`src/rtl/home_auto_pkg.sv`:
```
// Shared constants for the smart-home command path: mode codes, wake nibble
// and the rx FSM state encoding.
package home_auto_pkg;

   localparam logic [3:0] MODE_LIGHT_ON   = 4'd0;
   localparam logic [3:0] MODE_LIGHT_OFF  = 4'd1;
   localparam logic [3:0] MODE_FAN_ON     = 4'd2;
   localparam logic [3:0] MODE_FAN_OFF    = 4'd3;
   localparam logic [3:0] MODE_AC_ON      = 4'd4;
   localparam logic [3:0] MODE_AC_OFF     = 4'd5;
   localparam logic [3:0] MODE_HEATER_ON  = 4'd6;
   localparam logic [3:0] MODE_HEATER_OFF = 4'd7;
   localparam logic [3:0] MODE_WM_ON      = 4'd8;
   localparam logic [3:0] MODE_WM_OFF     = 4'd9;
   localparam logic [3:0] MODE_ALARM_ON   = 4'd10;
   localparam logic [3:0] MODE_ALARM_OFF  = 4'd11;

   // Wake keyword expected in data bits [7:4]
   localparam logic [3:0] SYNC_NIBBLE_DEFAULT = 4'hA;

   typedef enum logic [2:0] {
      RX_IDLE,
      RX_START,
      RX_DATA,
      RX_STOP,
      RX_ISSUE
   } rx_state_t;

endpackage

```
`src/rtl/home_sync_2ff.sv`:
```
// Two-flop synchroniser for the asynchronous rx line; resets to the idle-high
// line level so reset release never looks like a start bit.
module home_sync_2ff (
   input  logic clk,
   input  logic rst,
   input  logic d,
   output logic q
);

   logic meta;

   // Two-stage capture of the asynchronous input
   always_ff @(posedge clk or posedge rst) begin
      if (rst) begin
         meta <= 1'b1;
         q    <= 1'b1;
      end else begin
         meta <= d;
         q    <= meta;
      end
   end

endmodule

```
`src/rtl/home_cmd_uart_rx.sv`:
```
// 8N1 UART command receiver: validates wake nibble, mode range and stop bit,
// then emits a one-cycle ok_google strobe with a held mode code, or frame_err.
module home_cmd_uart_rx
   import home_auto_pkg::*;
#(
   parameter int unsigned CLKS_PER_BIT = 16,
   parameter logic [3:0]  SYNC_NIBBLE  = SYNC_NIBBLE_DEFAULT,
   parameter logic [3:0]  MAX_MODE     = 4'd11
) (
   input  logic       clk,
   input  logic       rst,
   input  logic       rx,
   output logic       ok_google,
   output logic [3:0] mode,
   output logic       frame_err,
   output logic       busy
);

   localparam int unsigned CNT_W = $clog2(CLKS_PER_BIT);
   localparam logic [CNT_W-1:0] HALF_END = CNT_W'(CLKS_PER_BIT / 2 - 1);
   localparam logic [CNT_W-1:0] BIT_END  = CNT_W'(CLKS_PER_BIT - 1);

   rx_state_t        state, state_next;
   logic             rx_s;
   logic [CNT_W-1:0] cnt;
   logic [2:0]       bit_idx;
   logic [7:0]       data;
   logic             stop_bit;
   logic             rearm;

   logic             cnt_clr;
   logic             shift;
   logic             stop_smp;
   logic             issue_ok;
   logic             issue_err;

   home_sync_2ff u_sync (
      .clk (clk),
      .rst (rst),
      .d   (rx),
      .q   (rx_s)
   );

   // State register
   always_ff @(posedge clk or posedge rst) begin
      if (rst) state <= RX_IDLE;
      else     state <= state_next;
   end

   // Next-state and per-cycle control strobes
   always_comb begin
      state_next = state;
      cnt_clr    = 1'b0;
      shift      = 1'b0;
      stop_smp   = 1'b0;
      issue_ok   = 1'b0;
      issue_err  = 1'b0;
      unique case (state)
         RX_IDLE: begin
            if (!rx_s && rearm) begin
               state_next = RX_START;
               cnt_clr    = 1'b1;
            end
         end
         RX_START: begin
            if (cnt == HALF_END) begin
               cnt_clr    = 1'b1;
               state_next = rx_s ? RX_IDLE : RX_DATA;
            end
         end
         RX_DATA: begin
            if (cnt == BIT_END) begin
               cnt_clr = 1'b1;
               shift   = 1'b1;
               if (bit_idx == 3'd7) state_next = RX_STOP;
            end
         end
         RX_STOP: begin
            if (cnt == BIT_END) begin
               cnt_clr    = 1'b1;
               stop_smp   = 1'b1;
               state_next = RX_ISSUE;
            end
         end
         RX_ISSUE: begin
            state_next = RX_IDLE;
            if (stop_bit && (data[7:4] == SYNC_NIBBLE) && (data[3:0] <= MAX_MODE))
               issue_ok = 1'b1;
            else
               issue_err = 1'b1;
         end
         default: state_next = RX_IDLE;
      endcase
   end

   // Datapath: bit timing, shift register, registered outputs and rearm guard
   always_ff @(posedge clk or posedge rst) begin
      if (rst) begin
         cnt       <= '0;
         bit_idx   <= '0;
         data      <= '0;
         stop_bit  <= 1'b0;
         ok_google <= 1'b0;
         frame_err <= 1'b0;
         mode      <= '0;
         busy      <= 1'b0;
         rearm     <= 1'b1;
      end else begin
         if (cnt_clr || state == RX_IDLE || state == RX_ISSUE) cnt <= '0;
         else                                                  cnt <= cnt + 1'b1;

         if (state == RX_IDLE) bit_idx <= '0;
         else if (shift)       bit_idx <= bit_idx + 1'b1;

         if (shift)    data     <= {rx_s, data[7:1]};
         if (stop_smp) stop_bit <= rx_s;

         ok_google <= issue_ok;
         frame_err <= issue_err;
         if (issue_ok) mode <= data[3:0];
         busy <= (state_next != RX_IDLE);

         // A low line at ISSUE (break) must go high before a new start is accepted
         if (state == RX_ISSUE)                              rearm <= rx_s;
         else if (rx_s)                                      rearm <= 1'b1;
         else if (state == RX_IDLE && state_next == RX_START) rearm <= 1'b0;
      end
   end

endmodule

```
`config.mk`:
```
export PLATFORM = sky130hd
export DESIGN_NAME = home_cmd_uart_rx
export DESIGN_NICKNAME = d
export VERILOG_FILES = /design/src/rtl/home_auto_pkg.sv /design/src/rtl/home_sync_2ff.sv /design/src/rtl/home_cmd_uart_rx.sv
export SDC_FILE = /design/constraint.sdc
export NUM_CORES = 1
export LEC_CHECK = 0
export BUFFER_PORTS_ARGS = -buffer_cell sky130_fd_sc_hd__buf_2
export CORE_MARGIN = 2
export CORE_UTILIZATION = 36
export CTS_BUF_LIST = sky130_fd_sc_hd__clkbuf_2
export CTS_CLUSTER_DIAMETER = 40
export DETAILED_ROUTE_END_ITERATION = 6
export PLACE_DENSITY = 0.64
export SLEW_MARGIN = 10
export SYNTH_ARGS = -nofsm -noshare
export SYNTH_HDL_FRONTEND = slang
export SYNTH_HIERARCHICAL = 1
export SYNTH_SLANG_ARGS = --single-unit
```
`constraint.sdc`:
```
create_clock -name clk -period 1.7 [get_ports clk]
set_input_delay 0.17 -clock clk [delete_from_list [all_inputs] [get_ports clk]]
set_output_delay 0.17 -clock clk [all_outputs]
set_load 0.02 [all_outputs]
```
== Word level (Yosys, flattened, before mapping) ==
Index checks and enable logic that the tools add are counted.
Cells by class
  reduce and logical (&&, ||, !) cells: 12
  $add $sub $neg: 2
  multiplexer cells: 23
  eq/ne operators: 9
  order comparisons: 1
Operators by type and width (number)
  $mux W3: 7
  $mux W1: 12
  $pmux W3 S4: 1
  $eq A4 B4 Y1 const B: 2
  $eq A3 B1 Y1 const B: 2
  $eq A3 B2 Y1 const B: 2
  $eq A3 B3 Y1 const B: 2
  $reduce_bool A3 Y1: 2
  $add A4 B1 Y4 const B: 1
  $eq A4 B3 Y1 const B: 1
  $le A4 B4 Y1 const B: 1
  $logic_and A1 B1 Y1: 4
  $mux W4: 1
  $add A3 B1 Y3 const B: 1
  $logic_not A3 Y1: 1
  $pmux W1 S3: 1
  $logic_or A1 B1 Y1: 2
  $mux W2: 1
  $reduce_bool A2 Y1: 1
  $reduce_or A2 Y1: 1
  $logic_not A1 Y1: 1
Storage, ports and cells
  input bits: 3
  output and inout bits: 7
  flip-flop bits (word level): 29
  word-level logic and storage cells: 59

== Longest topological paths before layout ==
Gate-level depths: netlist of run 1.
  depth after elaboration: 9
  gate-level depth with buffers: 5
  mapped depth without buffers: 5

== Cells and area by module ==
The synthesis of run 1 kept the hierarchy.
By module, submodules not included
  home_cmd_uart_rx: times used 1, cells an instance 90, sequential area each 676.9 um^2, area an instance 1172.4 um^2
  home_sync_2ff: times used 1, cells an instance 3, sequential area each 52.6 um^2, area an instance 56.3 um^2

== Least setup slack after synthesis of run 1 ==
No wires, ideal clock.
  path type: reg2reg
  from: register cnt[0]
  to: register data[0]
  clock period less this slack: 1.525 ns
  path slack: 0.175 ns
  required time: 1.575 ns
  stages on the path, launching flop included: 5
  data arrival time: 1.401 ns
  buffers on the path: 0
  cells stage by stage: dfrtp_1 > ha_1 > nand4_2 > nor3_4 > mux2_2
Between the ends
  word-level cells in the longest chain between the ends: 3
Ends and longest elaborated chain
  start, declared: RTL line home_cmd_uart_rx.sv:25  | logic [CNT_W-1:0] cnt;
  start signal, assigned: RTL line home_cmd_uart_rx.sv:110  | else cnt <= cnt + 1'b1;
  $eq A4 B4 Y1: RTL line home_cmd_uart_rx.sv:72  | if (cnt == BIT_END) begin
  $mux W1: RTL line home_cmd_uart_rx.sv:72
  $mux W1: RTL line home_cmd_uart_rx.sv:58  | unique case (state)
  end signal, assigned: RTL line home_cmd_uart_rx.sv:115  | if (shift) data <= {rx_s, data[7:1]};
  end, declared: RTL line home_cmd_uart_rx.sv:27  | logic [7:0] data;
Every way passes these cells.
A chain may end at the register's enable or synchronous reset.

== Final worst setup path of run 1 ==
  from: register cnt[0]
  to: register data[5]
The elaborated chain is that of the path after synthesis.

==> impl_metrics.env, run 1 <==
export IMPL_grt_setup_unrepaired="no"
export IMPL_crit_required_ns=1.96
export IMPL_antenna_cells_inserted=0
export IMPL_place_detailed_hpwl_um=1396
export IMPL_grt_pass1_wl_um=3781
export IMPL_path_max_fanout=10
export IMPL_final_hold_viol_count=0
export IMPL_power_leakage_uw=0.0007231
export IMPL_die_width_um=62.42
export IMPL_share_of_the_yosys_chip_area_belonging_to_registers=0.5937
export IMPL_ys_warn_count=6
export IMPL_setup_tns_ns=0
export IMPL_cts_root_buffer_cell="sky130_fd_sc_hd__clkbuf_2"
export IMPL_grt_antenna_before_repair=0
export IMPL_final_setup_skew_ns=0.01266
export IMPL_critical_path_reg2reg_startpoint="cnt[0]"
export IMPL_fill_cell_instance_count_of_the_final_layout=322
export IMPL_drt_antenna_violating_nets=0
export IMPL_internal_power_uw=1090
export IMPL_tightest_slew_ns=0.4158
export IMPL_clock_insertion_delay_worst_skew_ns=0.37
export IMPL_numCtsBuffers=5
export IMPL_placeableCoreArea_mm2=0.003311
export IMPL_synthCells=93
export IMPL_synth_nets=99
export IMPL_cts_max_level=2
export IMPL_timing_final_crit_period_ns=1.574
export IMPL_average_cell_area_after_synthesis_um2=13.21
export IMPL_routed_via_count=785
export IMPL_synth_register_bits=29
export IMPL_wirelength_um=2024
export IMPL_clock_sink_count=29
export IMPL_share_of_cells_above_drive_strength_1=0.3860
export IMPL_sw_frac_of_total=0.3476
export IMPL_floorplan_die_area_mm2=0.003896
export IMPL_arrival_ns=1.83
export IMPL_boundary_pins=10
export IMPL_pre_cts_slack_ns=0.09534
export IMPL_finish_instance_area_mm2=0.001433
export IMPL_share_clk_of_total_power=0.208
export IMPL_port_buffers=9
export IMPL_hold_path_class="in2async"
export IMPL_p_comb_frac=0.253
export IMPL_crit_path_start_kind="register"
export IMPL_endpoint_kind="register"
export IMPL_post_route_drc_count=0
export IMPL_worst_r2r_cell_count=5
export IMPL_maxSlewHeadroom=0.7219
export IMPL_grt_usage=0.1272
export IMPL_setup_slack_ns=0.1260
export IMPL_detail_route_vias_per_cell=4.906
export IMPL_placedInstanceArea_mm2=0.001368
export IMPL_timing_final_setup_violations=0
export IMPL_power_net_switching_uw=580.7
export IMPL_crit_type="reg2reg"
export IMPL_area_delta_synth_final_pct=16.60
export IMPL_cap_violations=0
export IMPL_clock_tree_buffer_depth=2
export IMPL_cts_clk_slew_worst_paths_ns=0.16
export IMPL_pwr_share_seq=0.538
export IMPL_power_density_mw_per_mm2=1166
export IMPL_first_global_vias=847
export IMPL_cts_tree="yes"
export IMPL_synthesis_area_mm2=0.001229
export IMPL_post_drt_wl_per_cell_um=12.65
export IMPL_worst_ir_drop_vdd_mv=0.4525
export IMPL_maximum_number_of_pins_on_one_net_before_global_route_repair=28
export IMPL_setup_crit_start="cnt[0]"
export IMPL_net_total_in_the_final_layout=119
export IMPL_die_height_um=62.42
export IMPL_finalMaxSlewViolations=0
export IMPL_max_freq_mhz=635.3
export IMPL_outcome="finished clean"
export IMPL_drt_iter0_markers=16
export IMPL_drt_pre_antenna_iters=4
export IMPL_final_period_utilization=0.9259
export IMPL_finalWeightedCongestion=0.8690
export IMPL_std_cell_rows=21
export IMPL_globalRoute_totalOverflow=0
export IMPL_initial_util=0.3711
export IMPL_yosys_cell_types_count=32
## synth_stat cells (all sizes together)
cell / count / area, µm²
ha: 3 / 37.54
a22o: 1 / 8.760
a21oi: 1 / 5.000
buf: 2 / 10.01
nor2: 6 / 22.52
and4bb: 1 / 12.51
mux2: 14 / 161.4
o21ai: 3 / 15.01
o31ai: 1 / 7.510
nand2: 2 / 7.510
nor3: 1 / 16.27
clkbuf: 1 / 3.750
inv: 9 / 33.78
mux2i: 1 / 10.01
nand4b: 1 / 8.760
a21boi: 1 / 7.510
nand3: 1 / 5.000
a221o: 1 / 10.01
or3: 1 / 11.26
nand2b: 1 / 6.260
dfstp: 3 / 78.83
a311oi: 1 / 8.760
nand4: 2 / 18.77
and3: 1 / 6.260
o211ai: 2 / 15.01
xnor2: 1 / 8.760
xor2: 2 / 17.52
nor3b: 2 / 15.01
dfrtp: 26 / 650.6
o32ai: 1 / 8.760
## cell families after synthesis
| family | Yosys count | synth area share |
|---|---|---|
| flops | 29 | 0.5937 |
| buf+inv | 12 | 0.03869 |
| fa+ha+maj | 3 | 0.03055 |
| compound gates | 12 | 0.07026 |
| simple gates | 19 | 0.1059 |
| mux | 15 | 0.1395 |
| xor+xnor | 3 | 0.02139 |
## critical path, stage by stage (launching register included)
cell and delay [ns]:
sky130_fd_sc_hd__dfrtp_1 0.41, sky130_fd_sc_hd__ha_2 0.24, sky130_fd_sc_hd__nand4_2 0.15, sky130_fd_sc_hd__nor3_4 0.18, sky130_fd_sc_hd__buf_12 0.16, sky130_fd_sc_hd__mux2_2 0.34
## per-stage QoR
stage          utilization  cells  total power, µW  hold WS (ns)
4_1_cts             0.4320    160             1687        0.3213
6_report            0.4327    160             1671        0.3523
2_1_floorplan            -     93             1208       0.08150
3_5_place_dp        0.4131    150             1329        0.2054
3_3_place_gp        0.4131    150             1318        0.1969
5_1_grt             0.4327    160             1799        0.3479
## final cells by class
class                      instances  area (µm²)  area share
inverter                           9       33.78     0.02358
tap                               46       57.56     0.04017
timing repair buffer              16       115.1     0.08035
sequential                        29       729.5      0.5092
clock buffer                       5       25.02     0.01747
multi-input combinational         52       454.2      0.3170
clock inverter                     3       17.52     0.01223
## power groups by stage
| stage | combinational [µW] | sequential, µW | clock [µW] |
|---|---|---|---|
| after detailed placement | 417 | 912 | 0 |
| after global placement | 413 | 905 | 0 |
| after CTS | 421 | 899 | 367 |
| final | 423 | 899 | 348 |
| after floorplan | 333 | 875 | 0 |
| after global routing | 487 | 917 | 395 |
## placed cells by master, fill, tap and decap left out, types with 2 or more instances in the layout
master	n
sky130_fd_sc_hd__dfrtp_1	26
sky130_fd_sc_hd__nor2_1	6
sky130_fd_sc_hd__dfstp_2	3
sky130_fd_sc_hd__clkbuf_2	5
sky130_fd_sc_hd__nand2_1	2
sky130_fd_sc_hd__mux2_2	13
sky130_fd_sc_hd__o21ai_0	3
sky130_fd_sc_hd__dlygate4sd3_1	2
sky130_fd_sc_hd__clkinv_2	2
sky130_fd_sc_hd__ha_1	2
sky130_fd_sc_hd__inv_1	9
sky130_fd_sc_hd__o211ai_1	2
sky130_fd_sc_hd__buf_2	9
sky130_fd_sc_hd__nor3b_1	2
sky130_fd_sc_hd__xor2_1	2
sky130_fd_sc_hd__buf_4	4
## metal layers
metal | global-route usage | up-vias | wire [µm]
met4 | 0.05278 | 0 | 25
met3 | 0.06306 | 5 | 104
met2 | 0.2003 | 15 | 973
li1 | - | 371 | -
met5 | 0 | - | 0
met1 | 0.1474 | 394 | 920
## state kept, by name (all words and copies together) (netlist names)
register / flops
u_sync/meta: 1
stop_bit: 1
mode: 4
rearm: 1
ok_google: 1
data: 8
busy: 1
bit_idx: 3
cnt: 4
state: 3
frame_err: 1
u_sync/q: 1
## repair_timing
item,CTS,global route
setup buffers,0,0
setup endpoints to repair,0,9
hold buffers,2,0
endpoints found under the hold margin,29,0
gates resized for setup,0,1
## worst paths after layout
| kind | endpoint | slack (ns) |
|---|---|---|
| max | data[5] | 0.13 |
| min | u_sync/q | 0.35 |
| max reg2reg | data[5] | 0.13 |
| min reg2reg | u_sync/q | 0.37 |
| max in group asynchronous | rearm | 1.00 |
| min in group clk | u_sync/q | 0.37 |
No activity file was read; power rests on OpenSTA's default activity.
==> inputs of run 2 (changes only) <==
CORE_ASPECT_RATIO = 1.25   (was not set)
CORE_UTILIZATION = 30   (was 36)
PLACE_DENSITY = 0.57   (was 0.64)
==> run 2 against run 1 <==
Against the previous run: via count shrank 5.1%; sequential share of layout area shrank 0.27 points; global-route usage shrank 2.0 points; die area grew 19%; core utilization shrank 7.3 points; non-clock buffer count is the same; critical endpoint is now busy; critical path depth shrank 1.
==> impl_metrics.env, run 2 (synthesized netlist as in run 1, its figures left out) <==
export IMPL_pre_cts_slack_ns=0.1340
export IMPL_sw_frac_of_total=0.3377
export IMPL_cap_violations=0
export IMPL_grt_antenna_before_repair=0
export IMPL_final_hold_worst_slack_ns=0.2938
export IMPL_antenna_cells_inserted=0
export IMPL_final_period_utilization=0.9256
export IMPL_worst_path_buf_inv=0
export IMPL_worst_ir_drop_vdd_mv=0.4502
export IMPL_std_cell_rows=26
export IMPL_critical_path_reg2reg_startpoint="cnt[0]"
export IMPL_timing_critical_path_slowest_stage_cell="sky130_fd_sc_hd__dfrtp_1"
export IMPL_largest_register_ffs=8
export IMPL_layout_commonest_cell="sky130_fd_sc_hd__dfrtp_1"
export IMPL_fin_total_pwr_uw=1652
export IMPL_tightest_slew_ns=0.4173
export IMPL_grt_pass1_wl_um=3484
export IMPL_net_total_in_the_final_layout=119
export IMPL_power_net_switching_uw=558.0
export IMPL_timing_final_setup_violations=0
export IMPL_setup_slack_ns=0.1265
export IMPL_post_drt_wl_per_cell_um=11.52
export IMPL_first_global_vias=746
export IMPL_arrival_ns=1.80
export IMPL_fill_cell_instance_count_of_the_final_layout=407
export IMPL_top_register="data"
export IMPL_post_route_drc_count=0
export IMPL_numCtsBuffers=5
export IMPL_max_freq_mhz=635.5
export IMPL_drt_iter0_markers=7
export IMPL_power_leakage_uw=0.0007288
export IMPL_path_delay_family="compound AO/OA/AOI/OAI gates"
export IMPL_grt_setup_unrepaired="no"
export IMPL_final_hold_viol_count=0
export IMPL_hold_path_class="in2async"
export IMPL_die_width_um=61.24
export IMPL_cts_clk_slew_worst_paths_ns=0.14
export IMPL_finalWeightedCongestion=0.8804
export IMPL_initial_util=0.3071
export IMPL_drt_pre_antenna_iters=3
export IMPL_reg_top3="data: 8 flops, cnt: 4 flops, mode: 4 flops"
export IMPL_crit_path_start_kind="register"
export IMPL_detail_route_vias_per_cell=4.382
export IMPL_final_setup_skew_ns=0.007114
export IMPL_timing_final_crit_period_ns=1.574
export IMPL_port_buffers=9
export IMPL_pwr_share_seq=0.544
export IMPL_setup_tns_ns=0
export IMPL_finalMaxSlewViolations=0
export IMPL_setup_crit_start="cnt[0]"
export IMPL_boundary_pins=10
export IMPL_crit_required_ns=1.93
export IMPL_clock_insertion_delay_worst_skew_ns=0.36
export IMPL_grt_usage=0.1074
export IMPL_p_comb_frac=0.254
export IMPL_globalRoute_totalOverflow=0
export IMPL_cts_tree="yes"
export IMPL_die_height_um=75.55
export IMPL_power_density_mw_per_mm2=1147
export IMPL_area_delta_synth_final_pct=17.21
export IMPL_share_clk_of_total_power=0.202
export IMPL_endpoint_kind="register"
export IMPL_wirelength_um=1958
export IMPL_placeableCoreArea_mm2=0.004001
export IMPL_clock_tree_buffer_depth=2
export IMPL_floorplan_die_area_mm2=0.004627
export IMPL_finish_instance_area_mm2=0.001440
export IMPL_routed_via_count=745
export IMPL_crit_type="reg2reg"
export IMPL_cts_max_level=2
export IMPL_max_stage_delay_ns=0.42
export IMPL_placedInstanceArea_mm2=0.001380
export IMPL_clock_sink_count=29
export IMPL_share_of_cells_above_drive_strength_1=0.3772
export IMPL_maxSlewHeadroom=0.7209
export IMPL_drt_antenna_violating_nets=0
export IMPL_maximum_number_of_pins_on_one_net_before_global_route_repair=20
export IMPL_place_detailed_hpwl_um=1481
export IMPL_worstPathCellList="ha_1 > and3_1 > a311oi_1 > o211ai_1"
export IMPL_internal_power_uw=1094
export IMPL_mostFrequentLayoutCells="sky130_fd_sc_hd__dfrtp_1 (26), sky130_fd_sc_hd__mux2_2 (13), sky130_fd_sc_hd__inv_1 (9), sky130_fd_sc_hd__buf_2 (9)"
export IMPL_outcome="finished clean"
export IMPL_cts_root_buffer_cell="sky130_fd_sc_hd__clkbuf_2"
export IMPL_path_max_fanout=5
## run 2: cell types whose count changed in the layout (fill, tap and decap cells not counted)
| cell | change |
|---|---|
| sky130_fd_sc_hd__clkbuf_2 | +1 |
| sky130_fd_sc_hd__clkinvlp_4 | -1 |
| sky130_fd_sc_hd__ha_1 | +1 |
| sky130_fd_sc_hd__ha_2 | -1 |
## run 2: per-layer routing
metal,GRT usage,up-vias,part of all wire
li1,-,364,-
met1,0.1286,366,0.43
met2,0.1572,10,0.49
met3,0.05263,5,0.051
met4,0.05797,0,0.024
met5,0,-,0
## run 2: worst paths after layout
check,endpoint,slack (ns),cells past startpoint
worst max register to register,busy,0.13,4
worst min-delay path,cnt[2],0.29,3
worst min register to register,u_sync/q,0.37,0
max in group asynchronous,bit_idx[2],0.85,4
min in group clk,u_sync/q,0.37,0
worst max-delay path,busy,0.13,4
## run 2: cell type report
| type | instances | area [µm²] | share of cell area |
|---|---|---|---|
| well taps | 56 | 70.07 | 0.04865 |
| inverters | 9 | 33.78 | 0.02346 |
| clock inverters | 2 | 10.01 | 0.006950 |
| clock buffers | 6 | 30.03 | 0.02085 |
| flip-flops and latches | 29 | 729.5 | 0.5065 |
| repair buffers | 16 | 115.1 | 0.07993 |
| multi-input cells | 52 | 451.7 | 0.3136 |
## run 2: metrics by stage
step                      cells  utilization
final                       170       0.3599
after global routing        170       0.3599
after CTS                   170       0.3599
after detailed placement    160       0.3449
after global placement      160       0.3449
after floorplan              93            -
## run 2: power by group through the flow
stage / clock, µW / combinational [µW] / sequential, µW
floorplan: 0 / 333 / 875
global placement: 0 / 417 / 908
detailed placement: 0 / 425 / 915
CTS: 359 / 428 / 902
global route: 388 / 489 / 916
finish: 334 / 420 / 898
## run 2: worst min-delay path, delay by kind of cell
kind / cells / cell delay [ns]
buf+inv: 3 / 0.90
## run 2: timing repair
item                                    in CTS  in global routing
endpoints found under the setup margin       0                  0
hold endpoints to repair                    10                  0
hold buffers                                 2                  0
resized for setup                            0                  0
setup buffers                                0                  0
